--- src/rtl/kyber_pkg.sv ---
// Kyber-wide constants and the coefficient type.
package kyber_pkg;

   localparam int unsigned KYBER_Q   = 3329;
   localparam int unsigned KYBER_N   = 256;
   localparam int unsigned COEFF_WID = 12;

   typedef logic [COEFF_WID-1:0] coeff_t;

endpackage : kyber_pkg

--- src/rtl/mod_add_q.sv ---
// mod_add_q: combinational single-lane modular adder.
//   Computes (i_a + i_b) mod Q for operands already in [0, Q-1] using one
//   conditional subtraction on a DATA_WID+1 bit sum.
// Ports:
//   i_a, i_b  operands in [0, Q-1]
//   o_r       reduced sum in [0, Q-1]
module mod_add_q
   import kyber_pkg::*;
#(
   parameter int unsigned DATA_WID = COEFF_WID,
   parameter int unsigned Q        = KYBER_Q
) (
   input  logic [DATA_WID-1:0] i_a,
   input  logic [DATA_WID-1:0] i_b,
   output logic [DATA_WID-1:0] o_r
);

   localparam logic [DATA_WID:0] QX = (DATA_WID+1)'(Q);

   logic [DATA_WID:0] w_s;

   assign w_s = {1'b0, i_a} + {1'b0, i_b};
   assign o_r = (w_s >= QX) ? DATA_WID'(w_s - QX) : DATA_WID'(w_s);

endmodule : mod_add_q

--- src/rtl/poly_mod_adder.sv ---
// poly_mod_adder: streaming two-stage, multi-lane modular coefficient adder.
//   Stage 1 reduces a + b, stage 2 optionally adds c and reduces again.
//   A beat counter tags the final beat of each N_COEFF-coefficient polynomial.
// Ports:
//   clk, rst             clock, asynchronous active-high reset
//   use_c                three-operand add for the accepted beat
//   in_valid / in_ready  input handshake (in_ready = !out_valid || out_ready)
//   in_a, in_b, in_c     packed operands, lane k at [k*DATA_WID +: DATA_WID]
//   out_valid/out_ready  output handshake
//   out_sum, out_last    registered reduced sums and last-beat flag
//   range_err            one-cycle pulse after accepting an operand >= Q
// Optional feature: define POLY_ADD_RANGE_CHECK_EN to build the operand
// range check; otherwise range_err is tied low.
module poly_mod_adder
   import kyber_pkg::*;
#(
   parameter int unsigned DATA_WID = COEFF_WID,
   parameter int unsigned LANES    = 4,
   parameter int unsigned N_COEFF  = KYBER_N,
   parameter int unsigned Q        = KYBER_Q
) (
   input  logic                      clk,
   input  logic                      rst,
   input  logic                      use_c,
   input  logic                      in_valid,
   output logic                      in_ready,
   input  logic [LANES*DATA_WID-1:0] in_a,
   input  logic [LANES*DATA_WID-1:0] in_b,
   input  logic [LANES*DATA_WID-1:0] in_c,
   output logic                      out_valid,
   input  logic                      out_ready,
   output logic [LANES*DATA_WID-1:0] out_sum,
   output logic                      out_last,
   output logic                      range_err
);

   localparam int unsigned BEATS = N_COEFF / LANES;
   localparam int unsigned CNT_W = (BEATS > 1) ? $clog2(BEATS) : 1;
   localparam logic [CNT_W-1:0] CNT_MAX = CNT_W'(BEATS - 1);

   logic w_advance;
   logic w_accept;

   // Stage 1 registers
   logic                      r1_valid;
   logic [LANES*DATA_WID-1:0] r1_sum;
   logic [LANES*DATA_WID-1:0] r1_c;
   logic                      r1_use_c;
   logic                      r1_last;

   // Stage 2 registers drive the outputs directly
   logic                      r2_valid;
   logic [LANES*DATA_WID-1:0] r2_sum;
   logic                      r2_last;

   logic [CNT_W-1:0]          r_cnt;

   logic [LANES*DATA_WID-1:0] w_s1;
   logic [LANES*DATA_WID-1:0] w_s2;

   // No skid buffer: accept only when the output register will be free.
   assign w_advance = !r2_valid || out_ready;
   assign in_ready  = w_advance;
   assign w_accept  = in_valid && w_advance;

   for (genvar k = 0; k < LANES; k++) begin : g_lane
      mod_add_q #(
         .DATA_WID (DATA_WID),
         .Q        (Q)
      ) u_add_ab (
         .i_a (in_a[k*DATA_WID +: DATA_WID]),
         .i_b (in_b[k*DATA_WID +: DATA_WID]),
         .o_r (w_s1[k*DATA_WID +: DATA_WID])
      );

      mod_add_q #(
         .DATA_WID (DATA_WID),
         .Q        (Q)
      ) u_add_c (
         .i_a (r1_sum[k*DATA_WID +: DATA_WID]),
         .i_b (r1_c[k*DATA_WID +: DATA_WID]),
         .o_r (w_s2[k*DATA_WID +: DATA_WID])
      );
   end

   // Beat counter: advances only on accepted beats, wraps after the last one.
   always_ff @(posedge clk or posedge rst) begin
      if (rst) begin
         r_cnt <= '0;
      end else if (w_accept) begin
         r_cnt <= (r_cnt == CNT_MAX) ? '0 : r_cnt + 1'b1;
      end
   end

   always_ff @(posedge clk or posedge rst) begin
      if (rst) begin
         r1_valid <= 1'b0;
         r1_sum   <= '0;
         r1_c     <= '0;
         r1_use_c <= 1'b0;
         r1_last  <= 1'b0;
      end else if (w_advance) begin
         r1_valid <= w_accept;
         if (w_accept) begin
            r1_sum   <= w_s1;
            r1_c     <= in_c;
            r1_use_c <= use_c;
            r1_last  <= (r_cnt == CNT_MAX);
         end
      end
   end

   always_ff @(posedge clk or posedge rst) begin
      if (rst) begin
         r2_valid <= 1'b0;
         r2_sum   <= '0;
         r2_last  <= 1'b0;
      end else if (w_advance) begin
         r2_valid <= r1_valid;
         if (r1_valid) begin
            r2_sum  <= r1_use_c ? w_s2 : r1_sum;
            r2_last <= r1_last;
         end
      end
   end

   assign out_valid = r2_valid;
   assign out_sum   = r2_sum;
   assign out_last  = r2_last;

`ifdef POLY_ADD_RANGE_CHECK_EN
   localparam logic [DATA_WID-1:0] QW = DATA_WID'(Q);

   logic w_bad;
   logic r_range_err;

   always_comb begin
      w_bad = 1'b0;
      for (int k = 0; k < int'(LANES); k++) begin
         if (in_a[k*DATA_WID +: DATA_WID] >= QW ||
             in_b[k*DATA_WID +: DATA_WID] >= QW ||
             (use_c && in_c[k*DATA_WID +: DATA_WID] >= QW)) begin
            w_bad = 1'b1;
         end
      end
   end

   // Sampled every cycle so the flag self-clears after one cycle.
   always_ff @(posedge clk or posedge rst) begin
      if (rst) begin
         r_range_err <= 1'b0;
      end else begin
         r_range_err <= w_accept && w_bad;
      end
   end

   assign range_err = r_range_err;
`else
   assign range_err = 1'b0;
`endif

endmodule : poly_mod_adder

--- config.mk ---
export PLATFORM = sky130hd
export DESIGN_NAME = poly_mod_adder
export DESIGN_NICKNAME = d
export VERILOG_FILES = /design/src/rtl/kyber_pkg.sv /design/src/rtl/mod_add_q.sv /design/src/rtl/poly_mod_adder.sv
export SDC_FILE = /design/constraint.sdc
export NUM_CORES = 1
export LEC_CHECK = 0
export BUFFER_PORTS_ARGS = -buffer_cell sky130_fd_sc_hd__buf_2
export CAP_MARGIN = 20
export CORE_AREA = 2 2 158 160
export DETAILED_ROUTE_END_ITERATION = 10
export DIE_AREA = 0 0 160 162
export PLACE_DENSITY = 0.8
export RECOVER_POWER = 25
export SLEW_MARGIN = 40
export SYNTH_ARGS = -nofsm -noshare
export SYNTH_HDL_FRONTEND = slang
export SYNTH_SLANG_ARGS = --single-unit
--- constraint.sdc ---
create_clock -name clk -period 7 [get_ports clk]
set_clock_uncertainty 0.2 [all_clocks]
set_input_delay 1.75 -clock clk [delete_from_list [all_inputs] [get_ports clk]]
set_output_delay 1.75 -clock clk [all_outputs]
set_load 0.1 [all_outputs]
==> metrics.yaml, run 1 <==
outcome:
  status: "finished, final reports clean"
hold_path:
  min_delay_path_depth: 1
  hold_start: "r_cnt[4]"
  worstHoldEndpoint: "r_cnt[4]"
  hp-class: "reg2reg"
sta:
  worstMarginPinSlew_ns: 0.823
  fin_crit_ns: 4.79
  hold_viol: 0
  fin_crit_sh: 0.684
  setup_viol: 0
  slew_headroom: 0.444
  setup-tns-final_ns: 0
  fmax_mhz: 209
  slew_violations: 0
  rsz0062_at_grt: "no"
clock_tree:
  cts_made_buffers: 17
  cts_setup_buffers: 0
  tritoncts: "done"
  clk_latency_ns: 0.43
  root_buffer: "clkbuf_16"
  cts_buffer_depth: 2
  cts.sinks: 155
  path_clk_slew_ns: 0.06
  htreeDepth: 4
  cts_resized: 0
  cts_hold_buf: 0
power:
  power.density_mw_per_mm2: 410
  leakagePower_nw: 7.24
  ir_worst_vdd_v: 0.000315
worst_setup_path:
  path_class: "in2reg"
  required_ns: 7.08
  crit_fanout: 7
  reg2reg_from: "r1_c[36]"
  crit_path_cell_trace: "buf_2 -> ha_1 -> fa_1 -> xor2_1 -> or3_1 -> or3_1 -> o41ai_2 -> a21oi_2 -> nor2_2 -> mux2i_1 -> o21ai_0"
  rrSetupSlack_ns: 2.99
  crit_slowest_cell: "o41ai_2"
  r2r_end: "out_sum[46]"
  startpoint_type: "primary input"
  r2r_cells: 11
  cp-end-kind: "register"
  worstPathArrival_ns: 4.87
  cp_common_cell: "or3_1"
  max_stage_delay_ns: 0.53
cells_and_area:
  fillers: 2123
  diodes: 0
  drive_above_1_share: 0.161
  num-nets-final: 2117
  syn2layout_area_growth_pct: 12.8
  final_cells: 2183
detailed_routing:
  wl_mm: 35.1
  dr.pass1.iters: 5
  viasPerCell: 5.97
  routed_wire_length_per_instance_um: 16.1
  num_vias: 13000
  antenna_left: 0
  route.detailed.drc: 0
  drtIter0Drc: 943
synthesis:
  synthesis.nets: 1966
  synth_flop_cell: "dfrtp_1"
  yosysUniqueCellTypes: 100
  synth_top_area_share: 0.280
  synth.avg_cell_area_sq_um: 8.17
  ys_seq_area_frac: 0.280
  synth_enable_flop_cells: 0
  syn_inst: 1696
  yosys.area.top_type: "dfrtp_1"
  ys_seq_elements: 155
  yosysWarnings: 0
  ys_top_cells_by_area: "dfrtp_1 28%, ha_1 10%, nand2_1 6.9%, o21ai_0 4.4%, xnor2_1 4.4%"
  synthArstFlopShare: 1.00
  netlist_area_sq_mm: 0.0139
global_routing:
  grt_max_degree: 102
  grt_pass1_wl_mm: 58.7
  antenna_found_initial: 0
  grt.overflow.total: 0
  grt_usage: 0.270
  first_global_vias: 12300
run:
  max-cap-violations: 0
floorplanning:
  core_area_sq_mm: 0.0241
  die_x_um: 160
  initial_core_util: 0.575
  die_h_um: 162
  io_pins: 201
  rows: 57
  design.die.area_sq_mm: 0.0259
place:
  place_congestion: 0.879
  numPlacedInstances: 2152
  dp_hpwl_mm: 26.3
  port_buffers: 199
-- kinds of logic after synthesis --
group / after synthesis / synth area share
simple gates: 636 / 0.226
compound gates: 504 / 0.250
flops: 155 / 0.280
buf+inv: 141 / 0.0397
fa+ha+maj: 121 / 0.114
xor+xnor: 117 / 0.0740
mux: 21 / 0.0160
other cells: 1 / 0.000271
-- metal layers --
metal  wire length [um]  vias up  global-route usage  share of wire
li1                   -     6471                   -              -
met1              16100     6152               0.358           0.46
met2              16800      371               0.467           0.48
met3               1630       48              0.0335          0.046
met4                595        0              0.0733          0.017
met5                  0        -                   0              0
-- worst max path at each step --
stage	start	to	slack, ns	depth (start not counted)
6_report	in_a[36]	r1_sum[37]	2.21	11
4_1_cts	in_a[36]	r1_sum[37]	2.25	11
5_1_grt	in_a[36]	r1_sum[37]	1.98	11
3_3_place_gp	in_a[0]	r1_sum[5]	1.78	11
2_1_floorplan	rst	out_last	0.87	1
3_5_place_dp	in_a[0]	r1_sum[7]	1.80	12
-- worst max-delay path, delay by kind of cell --
family                   cells  cell delay (ns)
AO/OA/AOI/OAI                3             0.83
XOR/XNOR                     1             0.23
adder cells (fa/ha/maj)      2             0.65
buffers and inverters        1             0.11
multiplexers                 1             0.21
AND/OR/NAND/NOR              3             1.08
-- per-stage QoR --
| step | setup slack [ns] | power, mW | utilization | cell area [sq um] | hold slack, ns |
|---|---|---|---|---|---|
| 2_1_floorplan | 0.872 | 4.64 | - | 13900 | 0.239 |
| 3_3_place_gp | 1.78 | 5.33 | 0.623 | 15000 | 0.258 |
| 3_5_place_dp | 1.80 | 5.43 | 0.624 | 15000 | 0.262 |
| 4_1_cts | 2.25 | 6.39 | 0.648 | 15600 | 0.275 |
| 5_1_grt | 1.98 | 6.85 | 0.648 | 15600 | 0.286 |
| 6_report | 2.21 | 6.41 | 0.648 | 15600 | 0.267 |
-- synth_stat cells (all sizes together) (8+ instances only) --
cell type  instances
dfrtp            155
buf               15
fa                 8
a31oi             23
inv               68
a21boi            13
a211o             10
a2111oi           14
clkbuf            58
o31ai             10
xnor2             69
a21o              34
o21ai            139
or3               28
nand2            255
o311ai             8
ha               113
mux2i             15
a211oi            28
or2                9
o211ai            14
xor2              48
nand4             13
a21oi            116
nor2b              8
nand3             53
o21a              15
nand2b            14
and2              16
nor3b             39
nand3b             9
nor3              37
o21bai             9
nor2             103
and3              18
o2111ai            8
-- placed cells by master (no fill, tap or decap), types with 28 or more instances in the layout --
cell type	instances
a21o_1	33
a21oi_1	114
buf_2	198
dfrtp_1	154
ha_1	113
inv_1	67
nand2_1	251
nand3_1	52
nor2_1	102
nor3_1	37
nor3b_1	39
o21ai_0	122
or3_1	28
xnor2_1	69
xor2_1	48
-- area by class of cell --
cell class	instances	area, sq um	area share
clock inverters	12	141	0.00905
repair buffers	205	1040	0.0665
multi-input cells	1400	9450	0.605
flip-flops and latches	155	3880	0.248
well taps	324	405	0.0259
clock buffers	19	443	0.0283
inverters	68	263	0.0168
-- sequential cells by signal, indices dropped and copies added (netlist names) --
signal / cells
r1_sum: 48
r1_use_c: 1
out_last: 1
r1_valid: 1
r1_c: 48
out_valid: 1
r1_last: 1
out_sum: 48
r_cnt: 6
-- report_power, final --
| part | internal, mW | switching (mW) | total [mW] |
|---|---|---|---|
| combinational | 1.27 | 2.80 | 4.07 |
| sequential | 1.17 | 0.241 | 1.42 |
| clock | 0.537 | 0.391 | 0.927 |
No activity file was read; power rests on OpenSTA's default activity.
==> run 2, diff against run 1 <==
- ABC_AREA: unset -> 1
- CORE_AREA: 2 2 158 160 -> 2 2 173 175
- DIE_AREA: 0 0 160 162 -> 0 0 175 177
- PLACE_DENSITY: 0.8 -> 0.77
- clock period: 7 -> 4 ns (I/O delays scaled with it)
==> run 2 against run 1 <==
- the flow now finishes with violations (capacitance limit, slew limit)
- critical path depth rose by 5
- highest routed layer unchanged
- wire length is 13% higher
- global-route usage shrank 1.1 points
- clock-buffer cell count rose by 1
- design area grew 11%
- sequential share of layout area down 2.5 points
==> metrics.yaml, run 2 <==
sta:
  setup_viol: 0
  setup-tns-final_ns: 0
  rsz0062_at_grt: "no"
  fin_crit_sh: 0.847
  worstMarginPinSlew_ns: 1.55
  slew_violations: 64
  slew_headroom: -0.0314
  hold_viol: 0
  fin_crit_ns: 3.39
  fmax_mhz: 295
global_routing:
  first_global_vias: 14700
  grt.overflow.total: 0
  grt_max_degree: 109
  grt_usage: 0.259
  antenna_found_initial: 0
  grt_pass1_wl_mm: 67.1
detailed_routing:
  routed_wire_length_per_instance_um: 12.7
  met1_length_mm: 18.8
  num_vias: 15900
  top_layer: "met4"
  met2_length_mm: 18.3
  antenna_left: 0
  dr_wl_met3_mm: 1.79
  drtIter0Drc: 941
  dr.pass1.iters: 5
  route.detailed.drc: 0
  viasPerCell: 5.12
  wl_mm: 39.5
clock_tree:
  path_clk_slew_ns: 0.07
  cts_buffer_depth: 2
  cts_hold_buf: 0
  clk_latency_ns: 0.43
  cts_made_buffers: 17
  tritoncts: "done"
  htreeDepth: 4
  cts_resized: 0
  cts.sinks: 155
  root_buffer: "clkbuf_16"
  cts_setup_buffers: 0
cells_and_area:
  fillers: 2862
  mostFrequentLayoutCell: "nand2_1"
  num-nets-final: 2974
  diodes: 0
  mostFrequentLayoutCells: "1,091 x nand2_1, 267 x nand3_1, 265 x inv_1, 218 x nor2_1, 198 x buf_2"
  regArea_sq_mm: 0.00388
  drive_above_1_share: 0.127
  final_cells: 3107
  multi_input_area_sq_mm: 0.0102
  final_util: 0.594
  syn2layout_area_growth_pct: 12.2
floorplanning:
  design.die.area_sq_mm: 0.0310
  die_x_um: 175
  io_pins: 201
  initial_core_util: 0.529
  rows: 63
  die_h_um: 177
  core_area_sq_mm: 0.0292
worst_setup_path:
  max_stage_delay_ns: 0.59
  path_class: "reg2reg"
  crit_path_cell_trace: "ha_1 -> inv_1 -> fa_1 -> nand2_1 -> nor2_1 -> nand3_1 -> nor2_1 -> nand2_1 -> nor2_1 -> nor2_1 -> nand2_1 -> nand3_1 -> nand2_1 -> nand3_1 -> nand2_1 -> nand2_1"
  crit_slowest_cell: "fa_1"
  cp-end-kind: "register"
  cp_num_buf_inv: 1
  worstPathArrival_ns: 3.52
  cp_common_cell: "nand2_1"
  crit_fanout: 11
  critPathTopFamily: "simple AND/OR/NAND/NOR gates"
  startpoint_type: "register"
  required_ns: 4.13
place:
  dp_hpwl_mm: 30.8
  port_buffers: 199
  place_congestion: 0.911
  numPlacedInstances: 3074
synthesis:
  yosysWarnings: 0
  synthesis.nets: 2805
  yosys.cell_count.top_type: "nand2_1"
  netlist_area_sq_mm: 0.0155
  yosys.area.top_type: "nand2_1"
  synthArstFlopShare: 1.00
  yosysUniqueCellTypes: 50
  netlist_top_cells_count: "1,092 x nand2_1, 267 x nand3_1, 266 x inv_1, 218 x nor2_1, 155 x dfrtp_1"
  ys_seq_elements: 155
  synth_enable_flop_cells: 0
  synth_flop_cell: "dfrtp_1"
  ys_seq_area_frac: 0.251
  synth.avg_cell_area_sq_um: 6.10
  syn_inst: 2535
  synth_top_area_share: 0.265
  ys_top_cells_by_area: "nand2_1 26%, dfrtp_1 25%, ha_1 9.1%, nand3_1 8.6%, inv_1 6.5%"
power:
  seq_power_share: 0.211
  combinationalPowerShare: 0.642
  power.internal_mw: 5.22
  p_switching_mw: 6.67
  p_sw_frac: 0.561
  clkPwrFrac: 0.147
  ir_worst_vdd_v: 0.000477
  leakagePower_nw: 10.1
  power.density_mw_per_mm2: 685
outcome:
  violations: "capacitance limit, slew limit"
  status: "finished, violations left"
hold_path:
  hp-class: "reg2reg"
run:
  max-cap-violations: 1
-- run 2: cell type report --
cell class,count,area share
multi-input cells,2039,0.588
clock inverters,12,0.0107
flip-flops and latches,155,0.224
repair buffers,212,0.0633
clock buffers,20,0.0257
inverters,279,0.0605
well taps,390,0.0281
-- run 2: path summary, 6_finish.rpt --
kind                               end  slack (ns)  cells after the start       from
max in group asynchronous     r1_use_c        1.38                      3        rst
setup reg to reg           out_sum[10]        0.61                     16  r1_sum[0]
setup / recovery           out_sum[10]        0.61                     16  r1_sum[0]
hold reg to reg               out_last        0.27                      2   out_last
min in group asynchronous  out_sum[47]        0.29                      2        rst
hold / removal                out_last        0.27                      2   out_last
-- run 2: kinds of logic after synthesis --
family,count (synthesis),synth area share
simple gates,1725,0.473
buf+inv,341,0.0899
flops,155,0.251
compound gates,135,0.0486
fa+ha+maj,121,0.102
xor+xnor,57,0.0357
other cells,1,0.000242
-- run 2: per-layer routing --
layer  track usage  vias up
li1              -     8333
met1         0.355     7188
met2         0.436      359
met3        0.0281       40
met4        0.0691        0
met5             0        -
-- run 2: power by group through the flow --
stage	Combinational [mW]	Clock (mW)	Sequential, mW
after floorplan	4.51	0	4.15
after global placement	7.43	0	2.51
after detailed placement	7.55	0	2.53
after CTS	7.60	1.79	2.51
after global routing	8.49	1.86	2.56
final	7.63	1.75	2.51
-- run 2: metrics by stage --
stage               total power [mW]  setup WS, ns  hold WS, ns  cell area, sq um
global placement                9.94         0.245        0.249             16800
detailed placement              10.1         0.186        0.254             16800
global route                    12.9         0.312        0.287             17400
floorplan                       8.66         0.726        0.232             15500
finish                          11.9         0.610        0.269             17400
CTS                             11.9         0.641        0.270             17400
-- run 2: worst min-delay path: cells and delay by family (launching register included) --
family	cells	cell delay, ns
and+or+nand+nor	2	0.10
DFF	1	0.34
